File: config.mk
export PLATFORM = sky130hd
export DESIGN_NAME = alu_op_issuer_flat
export DESIGN_NICKNAME = d
export VERILOG_FILES = /design/src/rtl/alu_op_issuer_pkg.sv /design/src/rtl/alu_op_issuer_if.sv /design/src/rtl/alu_op_issuer_alu4_core.sv /design/src/rtl/alu_op_issuer.sv /design/src/flat_wrapper.sv
export SDC_FILE = /design/constraint.sdc
export NUM_CORES = 1
export LEC_CHECK = 0
export CAP_MARGIN = 20
export CORE_ASPECT_RATIO = 1.25
export CORE_UTILIZATION = 52
export CTS_BUF_LIST = sky130_fd_sc_hd__clkbuf_4 sky130_fd_sc_hd__clkbuf_8
export CTS_CLUSTER_DIAMETER = 200
export CTS_CLUSTER_SIZE = 30
export DETAILED_ROUTE_END_ITERATION = 6
export PLACE_DENSITY = 0.82
export SLEW_MARGIN = 20
export SYNTH_ARGS = -nofsm -noshare
export SYNTH_HDL_FRONTEND = slang
export SYNTH_HIERARCHICAL = 1
export SYNTH_SLANG_ARGS = --single-unit
export TNS_END_PERCENT = 1
File: constraint.sdc
create_clock -name clk -period 2.5 [get_ports clk]
set_input_delay 0.375 -clock clk [delete_from_list [all_inputs] [get_ports clk]]
set_output_delay 0.375 -clock clk [all_outputs]
set_load 0.02 [all_outputs]
File: src/rtl/alu_op_issuer_pkg.sv
// Shared definitions for the alu_op_issuer slice: data width, op encodings and FSM states.
package alu_op_issuer_pkg;

  localparam int unsigned DATA_W = 4;

  typedef enum logic [1:0] {
    OP_ADD = 2'b00,
    OP_SUB = 2'b01,
    OP_OR  = 2'b10,
    OP_AND = 2'b11
  } op_e;

  typedef enum logic [1:0] {
    IDLE = 2'b00,
    EXEC = 2'b01,
    RESP = 2'b10
  } state_e;

endpackage

File: src/rtl/alu_op_issuer_if.sv
// Command and response channels of alu_op_issuer; master issues commands, slave executes them.
interface alu_op_issuer_if;

  logic                                 cmd_valid;
  logic                                 cmd_ready;
  logic [1:0]                           cmd_op;
  logic [alu_op_issuer_pkg::DATA_W-1:0] cmd_a;
  logic [alu_op_issuer_pkg::DATA_W-1:0] cmd_b;
  logic                                 cmd_chain;
  logic                                 rsp_valid;
  logic                                 rsp_ready;
  logic [alu_op_issuer_pkg::DATA_W-1:0] rsp_q;
  logic                                 rsp_ovf;

  modport master (
    output cmd_valid, cmd_op, cmd_a, cmd_b, cmd_chain, rsp_ready,
    input  cmd_ready, rsp_valid, rsp_q, rsp_ovf
  );

  modport slave (
    input  cmd_valid, cmd_op, cmd_a, cmd_b, cmd_chain, rsp_ready,
    output cmd_ready, rsp_valid, rsp_q, rsp_ovf
  );

endinterface

File: src/rtl/alu_op_issuer_alu4_core.sv
// Combinational 4-bit two's complement add/sub/OR/AND with signed overflow detection.
module alu4_core
  import alu_op_issuer_pkg::*;
(
  input  logic [DATA_W-1:0] a,
  input  logic [DATA_W-1:0] b,
  input  op_e               op,
  output logic [DATA_W-1:0] q,
  output logic              ovf
);

  always_comb begin
    q   = '0;
    ovf = 1'b0;
    unique case (op)
      OP_ADD: begin
        q   = a + b;
        ovf = (a[DATA_W-1] == b[DATA_W-1]) && (q[DATA_W-1] != a[DATA_W-1]);
      end
      OP_SUB: begin
        q   = a - b;
        ovf = (a[DATA_W-1] != b[DATA_W-1]) && (q[DATA_W-1] != a[DATA_W-1]);
      end
      OP_OR:  q = a | b;
      OP_AND: q = a & b;
      default: begin
        q   = '0;
        ovf = 1'b0;
      end
    endcase
  end

endmodule

File: src/rtl/alu_op_issuer.sv
// Command front-end: accepts one op, evaluates it on alu4_core, holds the result until taken.
module alu_op_issuer
  import alu_op_issuer_pkg::*;
#(
  parameter int unsigned COUNT_W = 8
) (
  input  logic               clk,
  input  logic               rst,
  alu_op_issuer_if.slave     bus,
  input  logic               clr_sticky,
  output logic [DATA_W-1:0]  acc,
  output logic               ovf_sticky,
  output logic [COUNT_W-1:0] op_count
);

  state_e            state, state_nxt;
  op_e               op_r;
  logic [DATA_W-1:0] a_r, b_r, q_r, core_q;
  logic              ovf_r, core_ovf;
  logic              accept, capture;

  assign accept  = (state == IDLE) && bus.cmd_valid;
  assign capture = (state == EXEC);

  always_ff @(posedge clk) begin
    if (rst) state <= IDLE;
    else     state <= state_nxt;
  end

  always_comb begin
    state_nxt = state;
    unique case (state)
      IDLE:    if (bus.cmd_valid) state_nxt = EXEC;
      EXEC:    state_nxt = RESP;
      RESP:    if (bus.rsp_ready) state_nxt = IDLE;
      default: state_nxt = IDLE;
    endcase
  end

  // Chained operand takes acc as it stands at the accept edge (last completed op).
  always_ff @(posedge clk) begin
    if (rst) begin
      op_r <= OP_ADD;
      a_r  <= '0;
      b_r  <= '0;
    end else if (accept) begin
      op_r <= op_e'(bus.cmd_op);
      a_r  <= bus.cmd_chain ? acc : bus.cmd_a;
      b_r  <= bus.cmd_b;
    end
  end

  alu4_core u_core (
    .a   (a_r),
    .b   (b_r),
    .op  (op_r),
    .q   (core_q),
    .ovf (core_ovf)
  );

  always_ff @(posedge clk) begin
    if (rst) begin
      q_r        <= '0;
      ovf_r      <= 1'b0;
      acc        <= '0;
      op_count   <= '0;
      ovf_sticky <= 1'b0;
    end else begin
      if (capture) begin
        q_r      <= core_q;
        ovf_r    <= core_ovf;
        acc      <= core_q;
        op_count <= op_count + COUNT_W'(1);
      end
      // A captured overflow takes priority over a simultaneous clear.
      if (capture && core_ovf) ovf_sticky <= 1'b1;
      else if (clr_sticky)     ovf_sticky <= 1'b0;
    end
  end

  assign bus.cmd_ready = (state == IDLE);
  assign bus.rsp_valid = (state == RESP);
  assign bus.rsp_q     = q_r;
  assign bus.rsp_ovf   = ovf_r;

endmodule

File: src/flat_wrapper.sv
// flat-port wrapper written by rule: the top's interface ports become plain ports
module alu_op_issuer_flat import alu_op_issuer_pkg::*;
#(
  parameter int unsigned COUNT_W = 8
)
  (clk, rst, clr_sticky, acc, ovf_sticky, op_count, bus_cmd_valid, bus_cmd_op, bus_cmd_a, bus_cmd_b, bus_cmd_chain, bus_rsp_ready, bus_cmd_ready, bus_rsp_valid, bus_rsp_q, bus_rsp_ovf);
  alu_op_issuer_if bus_i ();
  input  logic clk;
  input  logic rst;
  input  logic clr_sticky;
  output logic [DATA_W-1:0] acc;
  output logic ovf_sticky;
  output logic [COUNT_W-1:0] op_count;
  input wire logic [$bits(bus_i.cmd_valid)-1:0] bus_cmd_valid;
  input wire logic [$bits(bus_i.cmd_op)-1:0] bus_cmd_op;
  input wire logic [$bits(bus_i.cmd_a)-1:0] bus_cmd_a;
  input wire logic [$bits(bus_i.cmd_b)-1:0] bus_cmd_b;
  input wire logic [$bits(bus_i.cmd_chain)-1:0] bus_cmd_chain;
  input wire logic [$bits(bus_i.rsp_ready)-1:0] bus_rsp_ready;
  output wire logic [$bits(bus_i.cmd_ready)-1:0] bus_cmd_ready;
  output wire logic [$bits(bus_i.rsp_valid)-1:0] bus_rsp_valid;
  output wire logic [$bits(bus_i.rsp_q)-1:0] bus_rsp_q;
  output wire logic [$bits(bus_i.rsp_ovf)-1:0] bus_rsp_ovf;
  assign bus_i.cmd_valid = bus_cmd_valid;
  assign bus_i.cmd_op = bus_cmd_op;
  assign bus_i.cmd_a = bus_cmd_a;
  assign bus_i.cmd_b = bus_cmd_b;
  assign bus_i.cmd_chain = bus_cmd_chain;
  assign bus_i.rsp_ready = bus_rsp_ready;
  assign bus_cmd_ready = bus_i.cmd_ready;
  assign bus_rsp_valid = bus_i.rsp_valid;
  assign bus_rsp_q = bus_i.rsp_q;
  assign bus_rsp_ovf = bus_i.rsp_ovf;
  alu_op_issuer #(.COUNT_W(COUNT_W)) u_core (.clk(clk), .rst(rst), .bus(bus_i), .clr_sticky(clr_sticky), .acc(acc), .ovf_sticky(ovf_sticky), .op_count(op_count));
endmodule
======== After elaboration in Yosys (flattened, before gate mapping) ========
Index checks and enable logic that the tools add are counted.
cells by class
  bitwise gates (word level) .............. 2
  reductions and logical operators ........ 8
  div/mod/pow operators ................... 0
  shift-type cells ........................ 0
  multiply operators ...................... 0
  mux-type cells .......................... 8
  $lt $le $gt $ge ......................... 0
  add/sub/neg operators ................... 3
  equality and inequality tests ........... 11
operators by type and width
  cell                 count
  $pmux 4 s4           1
  $add 8x1->8 const B  1
  $eq 2x2->1 const B   3
  $pmux 2 s3           1
  $add 4x4->4          1
  $and 4x4->4          1
  $eq 2x1->1 const B   2
  $logic_and 1x1->1    4
  $logic_not 2->1      2
  $mux 2               2
  $mux 4               1
  $ne 2x2->1 const B   2
  $or 4x4->4           1
  $sub 4x4->4          1
  $ne 1x1->1           3
  $mux 1               2
  $pmux 1 s2           1
  $reduce_and 2->1     1
  $reduce_bool 2->1    1
  $eq 1x1->1           1
storage, ports and cells
  output and inout port bits .............. 20
  memories ................................ 0
  bits in latches ......................... 0
  word-level logic and storage cells ...... 40
  RAM bits ................................ 0
  bits in read-only memories .............. 0
  flip-flop bits (word level) ............. 26
  input bits .............................. 16

======== Logic depth before layout (Yosys ltp) ========
Gate-level depths: netlist (run 1).
  depth after elaboration ................. 6
  mapped depth ............................ 9

======== By module ========
Netlist (run 1), hierarchy kept.
modules (own cells, without submodules)
  module         sequential area each (µm²)  cells each  area an instance (µm²)  instances
  alu_op_issuer  520.5                       117         1,083.5                 1
  alu4_core      0.0                         65          494.2                   1

======== Worst setup path before layout (run 1) ========
OpenSTA, ideal clock, no wires.
  path kind ............................... register -> register
  from .................................... register u_core.a_r[1]
  to ...................................... register u_core.ovf_r (netlist: u_core/bus.rsp_ovf)
  stages on the path, launching flop included .. 9
  path buffers ............................ 0
  clock period less this slack ............ 1,939 ps
  arrival time ............................ 1,806 ps
  path slack .............................. 561 ps
  path through ............................ dfxtp_1 inv_1 ha_1 a21o_4 a21oi_2 mux2_1 a211o_1 nand2_1 a21oi_1
on the way
  cells in the longest elaborated chain, start to end .. 4
  elaborated cells on any way between the ends .. 7
RTL lines
  item                                        line                                                          source
  start, declared                             alu_op_issuer.sv:18                                           logic [DATA_W-1:0] a_r, b_r, q_r, core_q;
  start signal, assigned                      alu_op_issuer.sv:48                                           a_r <= bus.cmd_chain ? acc : bus.cmd_a;
  $sub 4x4->4 or $add 4x4->4 (tied branches)  alu_op_issuer_alu4_core.sv:21, alu_op_issuer_alu4_core.sv:17
  $ne 1x1->1 (on tied branches)               alu_op_issuer_alu4_core.sv:22, alu_op_issuer_alu4_core.sv:18
  $logic_and 1x1->1 (on tied branches)        alu_op_issuer_alu4_core.sv:22, alu_op_issuer_alu4_core.sv:18
  $pmux 1 s2 *                                alu_op_issuer_alu4_core.sv:15                                 unique case (op)
  named net u_core.core_ovf                   alu_op_issuer.sv:19                                           logic ovf_r, core_ovf;
  end signal, assigned                        alu_op_issuer.sv:71                                           ovf_r <= core_ovf;
  end, declared                               alu_op_issuer.sv:19
The timed path passes the listed nets; every way through them passes the cells marked *.
A chain may end at the register's enable or synchronous reset.

======== Worst setup path in the final report (run 1) ========
  from .................................... register u_core.a_r[1]
  to ...................................... register u_core.ovf_sticky
on the way
  cells in the longest elaborated chain, start to end .. 6
  elaborated cells on any way between the ends .. 10
RTL lines
  item                                         line                                                          source
  $sub 4x4->4 or $add 4x4->4 (tied branches)   alu_op_issuer_alu4_core.sv:21, alu_op_issuer_alu4_core.sv:17
  $ne 1x1->1 (on tied branches)                alu_op_issuer_alu4_core.sv:22, alu_op_issuer_alu4_core.sv:18
  $logic_and 1x1->1 (on tied branches)         alu_op_issuer_alu4_core.sv:22, alu_op_issuer_alu4_core.sv:18
  $pmux 1 s2 *                                 alu_op_issuer_alu4_core.sv:15
  named net u_core.core_ovf                    alu_op_issuer.sv:19
  $logic_and 1x1->1 *                          alu_op_issuer.sv:76                                           if (capture && core_ovf) ovf_sticky <= 1'b1;
  $mux 1 or $reduce_bool 2->1 (tied branches)  n/a
  end signal, assigned                         alu_op_issuer.sv:67                                           ovf_sticky <= 1'b0;
  end signal, assigned                         alu_op_issuer.sv:76
  end signal, assigned                         alu_op_issuer.sv:77                                           else if (clr_sticky) ovf_sticky <= 1'b0;
  end, declared                                alu_op_issuer.sv:12                                           output logic ovf_sticky,
Marks and branches as above.

==> reports/results.txt, run 1 <==
Outcome: finished, final reports clean
Switching portion of total power: 0.286
Net count of the finished layout: 239
Synthesized-area fraction occupied by xor and xnor cells: 0.0278
Global-route wire length before repair: 5620 um
Post-CTS sizing: 0
Final count of negative-setup-slack endpoints: 0
Number of synthesis warnings: 6
Proportion of synthesized area in mux cells: 0.0849
Combinational cell fraction of total power: 0.248
Clock share of power: 0.291
Unrepaired setup endpoints after global routing: false
Number of synthesized flops with an enable pin: 0
Cell Area, Placed: 0.00191 mm2
Mean instance size in the synthesized netlist: 8.67 um2
Vias: 1358
Drt first-iter violations: 18
Number of placed instances with taps included: 240
Finished layout cell area: 0.00196 mm2
Placer congestion estimate: 0.856
Total half-perimeter wirelength after legalization and detailed placement: 2500 um
Share of async-settable or async-resettable flops after synthesis: 0
Post-synthesis share of cell area spent on and, or, nand and nor gates: 0.181
Clock tree root driver cell: clkbuf_4
Max Slew Vio Count: 0
Wirelength, routed: 3440 um
Kind of start point of the critical path: register
Maximum number of pins on one net before global-route repair: 22
Dominant cells by area after synthesis: dfxtp_1, ha_1, mux2i_1
Final critical delay including setup and external delays: 2.11 ns
Row cnt: 22
Filler instances: 259
Static leakage: 0.742 nW
Initial DRT Pass Iterations: 4
Internal power: 0.725 mW
Post-synthesis to final-layout area growth: 24.5%
Sequential fraction of design power: 0.461
Switching power: 0.290 mW
Main synth FF type: dfxtp_1
Number of hold-slack violations in the final timing report: 0
Reported max-cap violation count: 0
Vertical extent of the die: 63.6 um
Total clock buffers created by CTS: 3
Post-cts hold buffer count: 0
Synth Area in Compound Gates: 0.164
Setup_tns: 0 ns
Starting utilization of the core area: 0.541
Largest voltage drop on the vdd net: 0.372 mV
Share of layout cells above drive strength 1: 0.0721
Worst relative slew slack: 0.648
Post-route DRC: 0
Proportion of synthesized chip area in sequential cells: 0.330
Antenna cells: 0
Required time of the worst setup path: 2.73 ns
Syn Std Cell Area: 0.00158 mm2
Share of the clock period used by the worst path after layout: 0.843
Number of nets still failing antenna checks after routing: 0
Count of state elements after synthesis: 26
Global route overflow: 0
Worst Path Arrival: 2.34 ns
Standard cell core area: 0.00292 mm2
Post-DR wirelength/cell: 14.1 um
Clock Sinks: 26
Combinational family with the most area after synthesis: simple AND/OR/NAND/NOR gates
Crit Path Category: reg -> reg
H-tree depth: 1
Area enclosed by the die boundary: 0.00326 mm2
Type of the worst min-delay path: reg -> reg
Upper clock frequency limit: 475 MHz
Nets in the synthesized netlist: 212
Chip Width: 51.3 um
Post-Layout Cell Count: 244
Via count of the first global-routing pass: 1341
Clock slew at reported path FFs: 0.15 ns
Number of buffers inserted by port buffering: 35
Yosys cell types: 40
Initial antenna violation count: 0
Via/cell ratio: 5.57
Share of the synthesized area in the top cell type: 0.330
Maximum buffer depth of the clock tree: 2
Endpoint type of the worst setup path: register
Worst-case clock skew: 0.00393 ns
Setup bufs post-CTS: 0
Worst Path Max Fanout: 5
Slew @ Worst Pin: 0.527 ns
Power density normalized to cell area: 517 mW/mm2
Largest area contributor in the synthesized netlist: dfxtp_1
Total routing usage reported by global routing: 0.225
Fraction of the mapped netlist area in adder cells: 0.121
Cell count after synthesis: 182
Count of pins on the block boundary: 36
TritonCTS clock tree: built
Worst-skew pair later-pin latency: 0.33 ns
## flip-flops by register name, summed over array words and instances, names as in the netlist
signal / flops
u_core/op_r: 2
u_core/op_count: 8
u_core/ovf_sticky: 1
u_core/b_r: 4
u_core/bus.rsp_q: 4
u_core/state: 2
u_core/bus.rsp_ovf: 1
u_core/a_r: 4
## synth_stat cells, types with 3 or more instances
cell type   n
inv_1      13
nor2_1     17
a21oi_1    17
buf_4       6
buf_2       5
mux2i_1    10
a211oi_1    6
xnor2_1     4
o21ai_0     5
nand2b_1    3
nand2_1    16
nor2b_1     3
dfxtp_1    26
ha_1       12
nand3_1     3
## cell families (layout without fill, tap and decap cells)
logic type / after synthesis / count (layout)
buf+inv: 29 / 55
fa+ha+maj: 14 / 14
simple gates: 56 / 56
mux: 13 / 13
flops: 26 / 26
xor+xnor: 5 / 5
compound gates: 39 / 39
## path summary, 6_finish.rpt
check | from | to | slack (ns) | cells after the start
max | u_core/a_r[1]$_SDFFE_PP0P_ | u_core/ovf_sticky$_SDFFE_PP0P_ | 0.39 | 8
min | u_core/bus.rsp_ovf$_SDFFE_PP0N_ | u_core/bus.rsp_ovf$_SDFFE_PP0N_ | 0.49 | 2
max reg2reg | u_core/a_r[1]$_SDFFE_PP0P_ | u_core/ovf_sticky$_SDFFE_PP0P_ | 0.39 | 8
min reg2reg | u_core/bus.rsp_ovf$_SDFFE_PP0N_ | u_core/bus.rsp_ovf$_SDFFE_PP0N_ | 0.49 | 2
## metrics by stage
step	util	total power [mW]	setup slack [ns]	hold slack (ns)
after floorplan	-	0.646	0.561	0.455
after global placement	0.655	0.710	0.516	0.453
after detailed placement	0.655	0.722	0.435	0.474
after CTS	0.673	1.02	0.421	0.497
after global routing	0.673	1.06	0.271	0.520
final	0.673	1.01	0.394	0.489
## power by group through the flow
stage          clock network, mW  registers, mW  logic (mW)
6_report                   0.296          0.467       0.252
5_1_grt                    0.318          0.472       0.274
4_1_cts                    0.301          0.467       0.250
3_5_place_dp                   0          0.477       0.246
3_3_place_gp                   0          0.474       0.236
2_1_floorplan                  0          0.472       0.174
## routing by layer
layer | up-vias | track usage | wire length, um
met1 | 638 | 0.235 | 1470
met5 | - | 0 | 0
met3 | 13 | 0.0435 | 134
li1 | 670 | - | -
met4 | 0 | 0.118 | 107
met2 | 37 | 0.410 | 1730
## layout make-up
cell class,instances,area (um2),share of cell area
Clock buffer,3,22.5,0.0115
Clock inverter,1,30.0,0.0153
Inverter,13,48.8,0.0248
Multi-Input combinational cell,127,912,0.464
Sequential cell,26,520,0.265
Tap cell,36,45.0,0.0229
Timing Repair Buffer,38,385,0.196
## worst max-delay path, stage by stage (launching register included)
cell,delay [ns]
dfxtp_1,0.46
inv_1,0.12
ha_1,0.33
a21o_4,0.24
a21oi_2,0.15
mux2_1,0.34
a211o_1,0.22
nand2_1,0.08
a21oi_1,0.07
## layout by cell type, fill, tap and decap left out, types with 4 or more instances in the layout
| cell | instances |
|---|---|
| a211oi_1 | 6 |
| a21oi_1 | 17 |
| clkdlybuf4s50_1 | 35 |
| dfxtp_1 | 26 |
| ha_1 | 12 |
| inv_1 | 13 |
| mux2i_1 | 10 |
| nand2_1 | 16 |
| nor2_1 | 17 |
| o21ai_0 | 5 |
| xnor2_1 | 4 |
Note: power is estimated with default switching activity, not from simulation.
==> inputs of run 2 (changes only) <==
CORE_UTILIZATION = 47   (was 52)
PLACE_DENSITY = 0.79   (was 0.82)
clock period = 1.7 ns   (was 2.5 ns; I/O delays follow)
==> reports/results.txt, run 2 (synthesized netlist as in run 1, its figures left out) <==
Maximum buffer depth of the clock tree: 2 (unchanged)
Cell-by-cell listing of the critical path: inv_4 -> ha_4 -> a21o_4 -> a21oi_4 -> mux2_4 -> a211o_1 -> nand2_1 -> a21oi_1 (was inv_1 -> ha_1 -> a21o_4 -> a21oi_2 -> mux2_1 -> a211o_1 -> nand2_1 -> a21oi_1)
Total routing usage reported by global routing: 0.243 (was 0.225)
Upper clock frequency limit: 564 MHz (was 475 MHz)
Clock tree root driver cell: clkbuf_8 (was clkbuf_4)
Post-cts hold buffer count: 0 (unchanged)
Global route overflow: 0 (unchanged)
Number of buffers inserted by port buffering: 35 (unchanged)
Clock Sinks: 26 (unchanged)
Type of the worst min-delay path: reg -> reg (unchanged)
Via/cell ratio: 5.49 (was 5.57)
Final critical delay including setup and external delays: 1.77 ns (was 2.11 ns)
Count of pins on the block boundary: 36 (unchanged)
Worst-case clock skew: 0.00809 ns (was 0.00393 ns)
Area enclosed by the die boundary: 0.00359 mm2 (was 0.00326 mm2)
Outcome: finished with violations (was finished, final reports clean)
Total power: 1.66 mW (was 1.01 mW)
Chip Width: 53.8 um (was 51.3 um)
Crit Path Category: reg -> reg (unchanged)
Worst relative slew slack: 0.814 (was 0.648)
Largest voltage drop on the vdd net: 0.577 mV (was 0.372 mV)
Crit path largest cell delay: 0.38 ns (was 0.46 ns)
Unrepaired setup endpoints after global routing: true (was false)
Vertical extent of the die: 66.8 um (was 63.6 um)
Worst-skew pair later-pin latency: 0.28 ns (was 0.33 ns)
Initial antenna violation count: 0 (unchanged)
Antenna cells: 0 (unchanged)
Placer congestion estimate: 0.892 (was 0.856)
Slew @ Worst Pin: 0.278 ns (was 0.527 ns)
Reported max-cap violation count: 0 (unchanged)
Kind of start point of the critical path: register (unchanged)
Most frequent standard cell in the layout excluding fill and tap cells: clkdlybuf4s50_1 (unchanged)
Static leakage: 0.822 nW (was 0.742 nW)
H-tree depth: 1 (unchanged)
Global-route wire length before repair: 6260 um (was 5620 um)
Row cnt: 23 (was 22)
Post-synthesis to final-layout area growth: 37.1% (was 24.5%)
PnR worst setup slack: -0.0715 ns (was 0.394 ns)
Required time of the worst setup path: 1.87 ns (was 2.73 ns)
Starting utilization of the core area: 0.494 (was 0.541)
Failing checks: negative setup slack
Via count of the first global-routing pass: 1413 (was 1341)
Number of hold-slack violations in the final timing report: 0 (unchanged)
Drt first-iter violations: 29 (was 18)
Finished layout cell area: 0.00216 mm2 (was 0.00196 mm2)
Endpoint type of the worst setup path: register (unchanged)
Power density normalized to cell area: 769 mW/mm2 (was 517 mW/mm2)
Top reg by flops: u_core/op_count (unchanged)
Maximum number of pins on one net before global-route repair: 22 (unchanged)
Total half-perimeter wirelength after legalization and detailed placement: 2860 um (was 2500 um)
Cell Area, Placed: 0.00202 mm2 (was 0.00191 mm2)
Total clock buffers created by CTS: 3 (unchanged)
Wirelength, routed: 4050 um (was 3440 um)
Share of the clock period used by the worst path after layout: 1.04 (was 0.843)
Largest register FFs: 8 (unchanged)
Post-route DRC: 0 (unchanged)
Clock slew at reported path FFs: 0.10 ns (was 0.15 ns)
Filler instances: 260 (was 259)
Net count of the finished layout: 251 (was 239)
Final count of negative-setup-slack endpoints: 4 (was 0)
Number of nets still failing antenna checks after routing: 0 (unchanged)
Max Slew Vio Count: 0 (unchanged)
Standard cell core area: 0.00319 mm2 (was 0.00292 mm2)
Vias: 1412 (was 1358)
TritonCTS clock tree: built (unchanged)
Initial DRT Pass Iterations: 4 (unchanged)
Highest-count cells in the layout ignoring fill and taps: clkdlybuf4s50_1, dfxtp_1, nor2_1, nand2_1, a21oi_1 (was clkdlybuf4s50_1, dfxtp_1, nor2_1, a21oi_1, nand2_1)
Worst Path Arrival: 1.94 ns (was 2.34 ns)
Library cell contributing the largest single delay on the critical path: dfxtp_4 (was dfxtp_1)
Worst Path Max Fanout: 3 (was 5)
Share of layout cells above drive strength 1: 0.214 (was 0.0721)
Post-DR wirelength/cell: 15.7 um (was 14.1 um)
## run 2: area by class of cell
cell class / count / area [um2] / area share
timing repair buffer: 50 / 465 / 0.215
inverter: 13 / 53.8 / 0.0249
multi-input combinational: 127 / 992 / 0.459
tap: 37 / 46.3 / 0.0214
sequential: 26 / 534 / 0.247
clock inverter: 1 / 30.0 / 0.0139
clock buffer: 3 / 41.3 / 0.0191
## run 2: worst paths after layout
kind	startpoint	end	slack, ns	cells past startpoint
setup / recovery	u_core/a_r[1]$_SDFFE_PP0P_	u_core/bus.rsp_ovf$_SDFFE_PP0N_	-0.07	8
hold / removal	u_core/op_count[7]$_SDFFE_PP0N_	u_core/op_count[7]$_SDFFE_PP0N_	0.49	2
setup reg to reg	u_core/a_r[1]$_SDFFE_PP0P_	u_core/bus.rsp_ovf$_SDFFE_PP0N_	-0.07	8
hold reg to reg	u_core/op_count[7]$_SDFFE_PP0N_	u_core/op_count[7]$_SDFFE_PP0N_	0.49	2
## run 2: power by group
group          internal [mW]  total (mW)  switching [mW]
Combinational          0.231       0.460           0.229
Sequential             0.641       0.680          0.0385
Clock                  0.316       0.523           0.208
Total                   1.19        1.66           0.475
## run 2: layer usage
metal | global-route usage | vias up | part of all wire
met3 | 0.0365 | 10 | 0.022
met2 | 0.452 | 30 | 0.55
met5 | 0 | - | 0
met4 | 0.122 | 0 | 0.022
li1 | - | 690 | -
met1 | 0.249 | 682 | 0.41
## run 2: timing repair
action	CTS	global route
setup buffers	0	0
setup endpoints to repair	6	5
pin swaps	1	9
gates resized for setup	14	8
## run 2: critical path, delay by kind of cell (launching register included)
kind | cells | cell delay [ns]
buffers and inverters | 1 | 0.04
AO/OA/AOI/OAI | 4 | 0.63
adder cells (fa/ha/maj) | 1 | 0.23
AND/OR/NAND/NOR | 1 | 0.07
multiplexers | 1 | 0.30
flip-flops | 1 | 0.38
## run 2: metrics by stage
| step | setup WS, ns | hold slack (ns) | utilization | setup TNS, ns | std cells |
|---|---|---|---|---|---|
| after global routing | -0.110 | 0.513 | 0.677 | -0.491 | 257 |
| after detailed placement | -0.0727 | 0.470 | 0.631 | -0.299 | 253 |
| after floorplan | -0.0184 | 0.402 | - | -0.0368 | 182 |
| final | -0.0715 | 0.489 | 0.677 | -0.195 | 257 |
| after CTS | -0.0634 | 0.485 | 0.664 | -0.174 | 257 |
| after global placement | -0.0312 | 0.452 | 0.631 | -0.0618 | 253 |
==> inputs of run 3 (changes only) <==
CELL_PAD_IN_SITES_DETAIL_PLACEMENT = 1   (was unset)
CELL_PAD_IN_SITES_GLOBAL_PLACEMENT = 2   (was unset)
CORE_UTILIZATION = 27   (was 47)
PLACE_DENSITY = 0.75   (was 0.79)
==> reports/results.txt, run 3 (synthesized netlist as in run 1, its figures left out) <==
Outcome: finished with violations (unchanged)
Failing checks: negative setup slack (unchanged)
Unrepaired setup endpoints after global routing: true (unchanged)
Clock Sinks: 26 (unchanged)
H-tree depth: 1 (unchanged)
Via/cell ratio: 4.79 (was 5.49)
Via count of the first global-routing pass: 1361 (was 1413)
Type of the worst min-delay path: reg -> reg (unchanged)
Largest voltage drop on the vdd net: 0.372 mV (was 0.577 mV)
Endpoint type of the worst setup path: register (unchanged)
Total routing usage reported by global routing: 0.134 (was 0.243)
Most frequent standard cell in the layout excluding fill and tap cells: clkdlybuf4s50_1 (unchanged)
Chip Width: 70.4 um (was 53.8 um)
Post-DR wirelength/cell: 13.8 um (was 15.7 um)
Maximum number of pins on one net before global-route repair: 16 (was 22)
Clock slew at reported path FFs: 0.10 ns (about the same)
Setup_tns: -0.166 ns (was -0.195 ns)
Wl on met1: 1800 um (was 1660 um)
Highest-count cells in the layout ignoring fill and taps: clkdlybuf4s50_1, dfxtp_1, nor2_1, a21oi_1 (was clkdlybuf4s50_1, dfxtp_1, nor2_1, nand2_1, a21oi_1)
Worst-case hold slack: 0.470 ns (was 0.489 ns)
Post-Layout Cell Count: 285 (was 257)
Share of the clock period used by the worst path after layout: 1.05 (was 1.04)
Static leakage: 0.820 nW (was 0.822 nW)
Kind of start point of the critical path: register (unchanged)
Post-route DRC: 0 (unchanged)
Number of nets still failing antenna checks after routing: 0 (unchanged)
Worst Path Max Fanout: 3 (unchanged)
Combinational cell fraction of total power: 0.281 (was 0.277)
Crit Path Category: reg -> reg (unchanged)
Upper clock frequency limit: 563 MHz (was 564 MHz)
Worst-case reg-to-reg path depth: 8 (unchanged)
Final count of negative-setup-slack endpoints: 3 (was 4)
Standard cell core area: 0.00552 mm2 (was 0.00319 mm2)
Required time of the worst setup path: 1.87 ns (about the same)
Hold Startpoint: u_core/bus.rsp_ovf$_SDFFE_PP0N_ (was u_core/op_count[7]$_SDFFE_PP0N_)
Share of layout cells above drive strength 1: 0.190 (was 0.214)
Global-route wire length before repair: 6620 um (was 6260 um)
Total half-perimeter wirelength after legalization and detailed placement: 3070 um (was 2860 um)
Vertical extent of the die: 87.5 um (was 66.8 um)
Slew @ Worst Pin: 0.265 ns (was 0.278 ns)
Count of pins on the block boundary: 36 (unchanged)
Top reg by flops: u_core/op_count (unchanged)
Worst Hold Path Cells: 2 (unchanged)
Worst Path Arrival: 1.95 ns (was 1.94 ns)
PnR worst setup slack: -0.0766 ns (was -0.0715 ns)
Initial antenna violation count: 0 (unchanged)
Row cnt: 30 (was 23)
Worst-skew pair later-pin latency: 0.27 ns (was 0.28 ns)
Number of hold-slack violations in the final timing report: 0 (unchanged)
Cell Area, Placed: 0.00207 mm2 (was 0.00202 mm2)
TritonCTS clock tree: built (unchanged)
Area enclosed by the die boundary: 0.00615 mm2 (was 0.00359 mm2)
Total clock buffers created by CTS: 3 (unchanged)
Worst slack at placement: -0.103 ns (was -0.0727 ns)
Sequential fraction of design power: 0.446 (was 0.409)
Worst-case clock skew: 0.00513 ns (was 0.00809 ns)
Wirelength, routed: 3940 um (was 4050 um)
Total power: 1.51 mW (was 1.66 mW)
Post-cts hold buffer count: 0 (unchanged)
Reported max-cap violation count: 0 (unchanged)
Post-synthesis to final-layout area growth: 35.8% (was 37.1%)
Drt first-iter violations: 42 (was 29)
Placer congestion estimate: 0.727 (was 0.892)
Switching portion of total power: 0.293 (was 0.286)
Met2 routed WL: 1970 um (was 2210 um)
Clock share of power: 0.273 (was 0.315)
Finished layout cell area: 0.00214 mm2 (was 0.00216 mm2)
Power density normalized to cell area: 707 mW/mm2 (was 769 mW/mm2)
Number of buffers inserted by port buffering: 35 (unchanged)
Net count of the finished layout: 252 (was 251)
Clock tree root driver cell: clkbuf_8 (unchanged)
Met3 wire length: 135 um (was 88 um)
Global route overflow: 0 (unchanged)
Slack of the worst reg-to-reg path: -0.08 ns (was -0.07 ns)
Worst reg2reg path startpoint: u_core/b_r[1]$_SDFFE_PP0P_ (was u_core/a_r[1]$_SDFFE_PP0P_)
Top layer reached by signal wires: met4 (unchanged)
FF-to-FF End: u_core/ovf_sticky$_SDFFE_PP0P_ (was u_core/bus.rsp_ovf$_SDFFE_PP0N_)
Switching power: 0.443 mW (was 0.475 mW)
Final critical delay including setup and external delays: 1.78 ns (was 1.77 ns)
Starting utilization of the core area: 0.286 (was 0.494)
Vias: 1365 (was 1412)
Endpoint of the worst hold path: u_core/bus.rsp_ovf$_SDFFE_PP0N_ (was u_core/op_count[7]$_SDFFE_PP0N_)
Maximum buffer depth of the clock tree: 2 (unchanged)
Antenna cells: 0 (unchanged)
Util after Layout: 0.388 (was 0.677)
Internal power: 1.07 mW (was 1.19 mW)
Max Slew Vio Count: 0 (unchanged)
Worst relative slew slack: 0.822 (was 0.814)
Number of placed instances with taps included: 281 (was 253)
Largest register FFs: 8 (unchanged)
Initial DRT Pass Iterations: 4 (unchanged)
run 3: layout make-up:
type	count	area (um2)
Sequential cell	26	533
Tap cell	64	80.1
Inverter	13	51.3
Timing Repair Buffer	51	482
Multi-Input combinational cell	127	941
Clock buffer	4	55.1
Fill cell	657	3380
run 3: how the worst max path moves through the flow:
stage                          startpoint                              end  depth (start not counted)
6_report       u_core/b_r[1]$_SDFFE_PP0P_   u_core/ovf_sticky$_SDFFE_PP0P_                          8
5_1_grt        u_core/b_r[1]$_SDFFE_PP0P_  u_core/bus.rsp_ovf$_SDFFE_PP0N_                          9
4_1_cts        u_core/b_r[1]$_SDFFE_PP0P_  u_core/bus.rsp_ovf$_SDFFE_PP0N_                          8
3_5_place_dp   u_core/b_r[1]$_SDFFE_PP0P_  u_core/bus.rsp_ovf$_SDFFE_PP0N_                          8
3_3_place_gp   u_core/b_r[1]$_SDFFE_PP0P_   u_core/ovf_sticky$_SDFFE_PP0P_                          8
2_1_floorplan  u_core/b_r[1]$_SDFFE_PP0P_  u_core/bus.rsp_ovf$_SDFFE_PP0N_                          8
run 3: per-layer routing:
| layer | vias to the layer above | GRT usage |
|---|---|---|
| met5 | - | 0 |
| met4 | 0 | 0.0382 |
| met3 | 4 | 0.0197 |
| met2 | 20 | 0.245 |
| met1 | 642 | 0.163 |
| li1 | 699 | - |
run 3: worst max-delay path, cell delays in order, from the launching register on:
cell and delay [ns]:
dfxtp_2 0.38, inv_4 0.05, ha_4 0.23, a21o_4 0.22, a21oi_4 0.13, mux2_4 0.30
a211o_1 0.23, nand2_2 0.08, a21oi_1 0.06
run 3: power groups by stage:
stage               Combinational (mW)  Clock (mW)  Sequential, mW
floorplan                        0.264           0           0.696
detailed placement               0.428           0           0.690
global placement                 0.421           0           0.689
CTS                              0.434       0.432           0.676
finish                           0.425       0.414           0.675
global route                     0.474       0.445           0.681
run 3: what timing repair did:
| action | CTS | global route |
|---|---|---|
| gates cloned | 0 | 0 |
| pin swaps | 1 | 0 |
| hold endpoints to repair | 0 | 0 |
| buffers inserted | 0 | 0 |
| setup endpoints to repair | 6 | 6 |
| resized for setup | 8 | 2 |
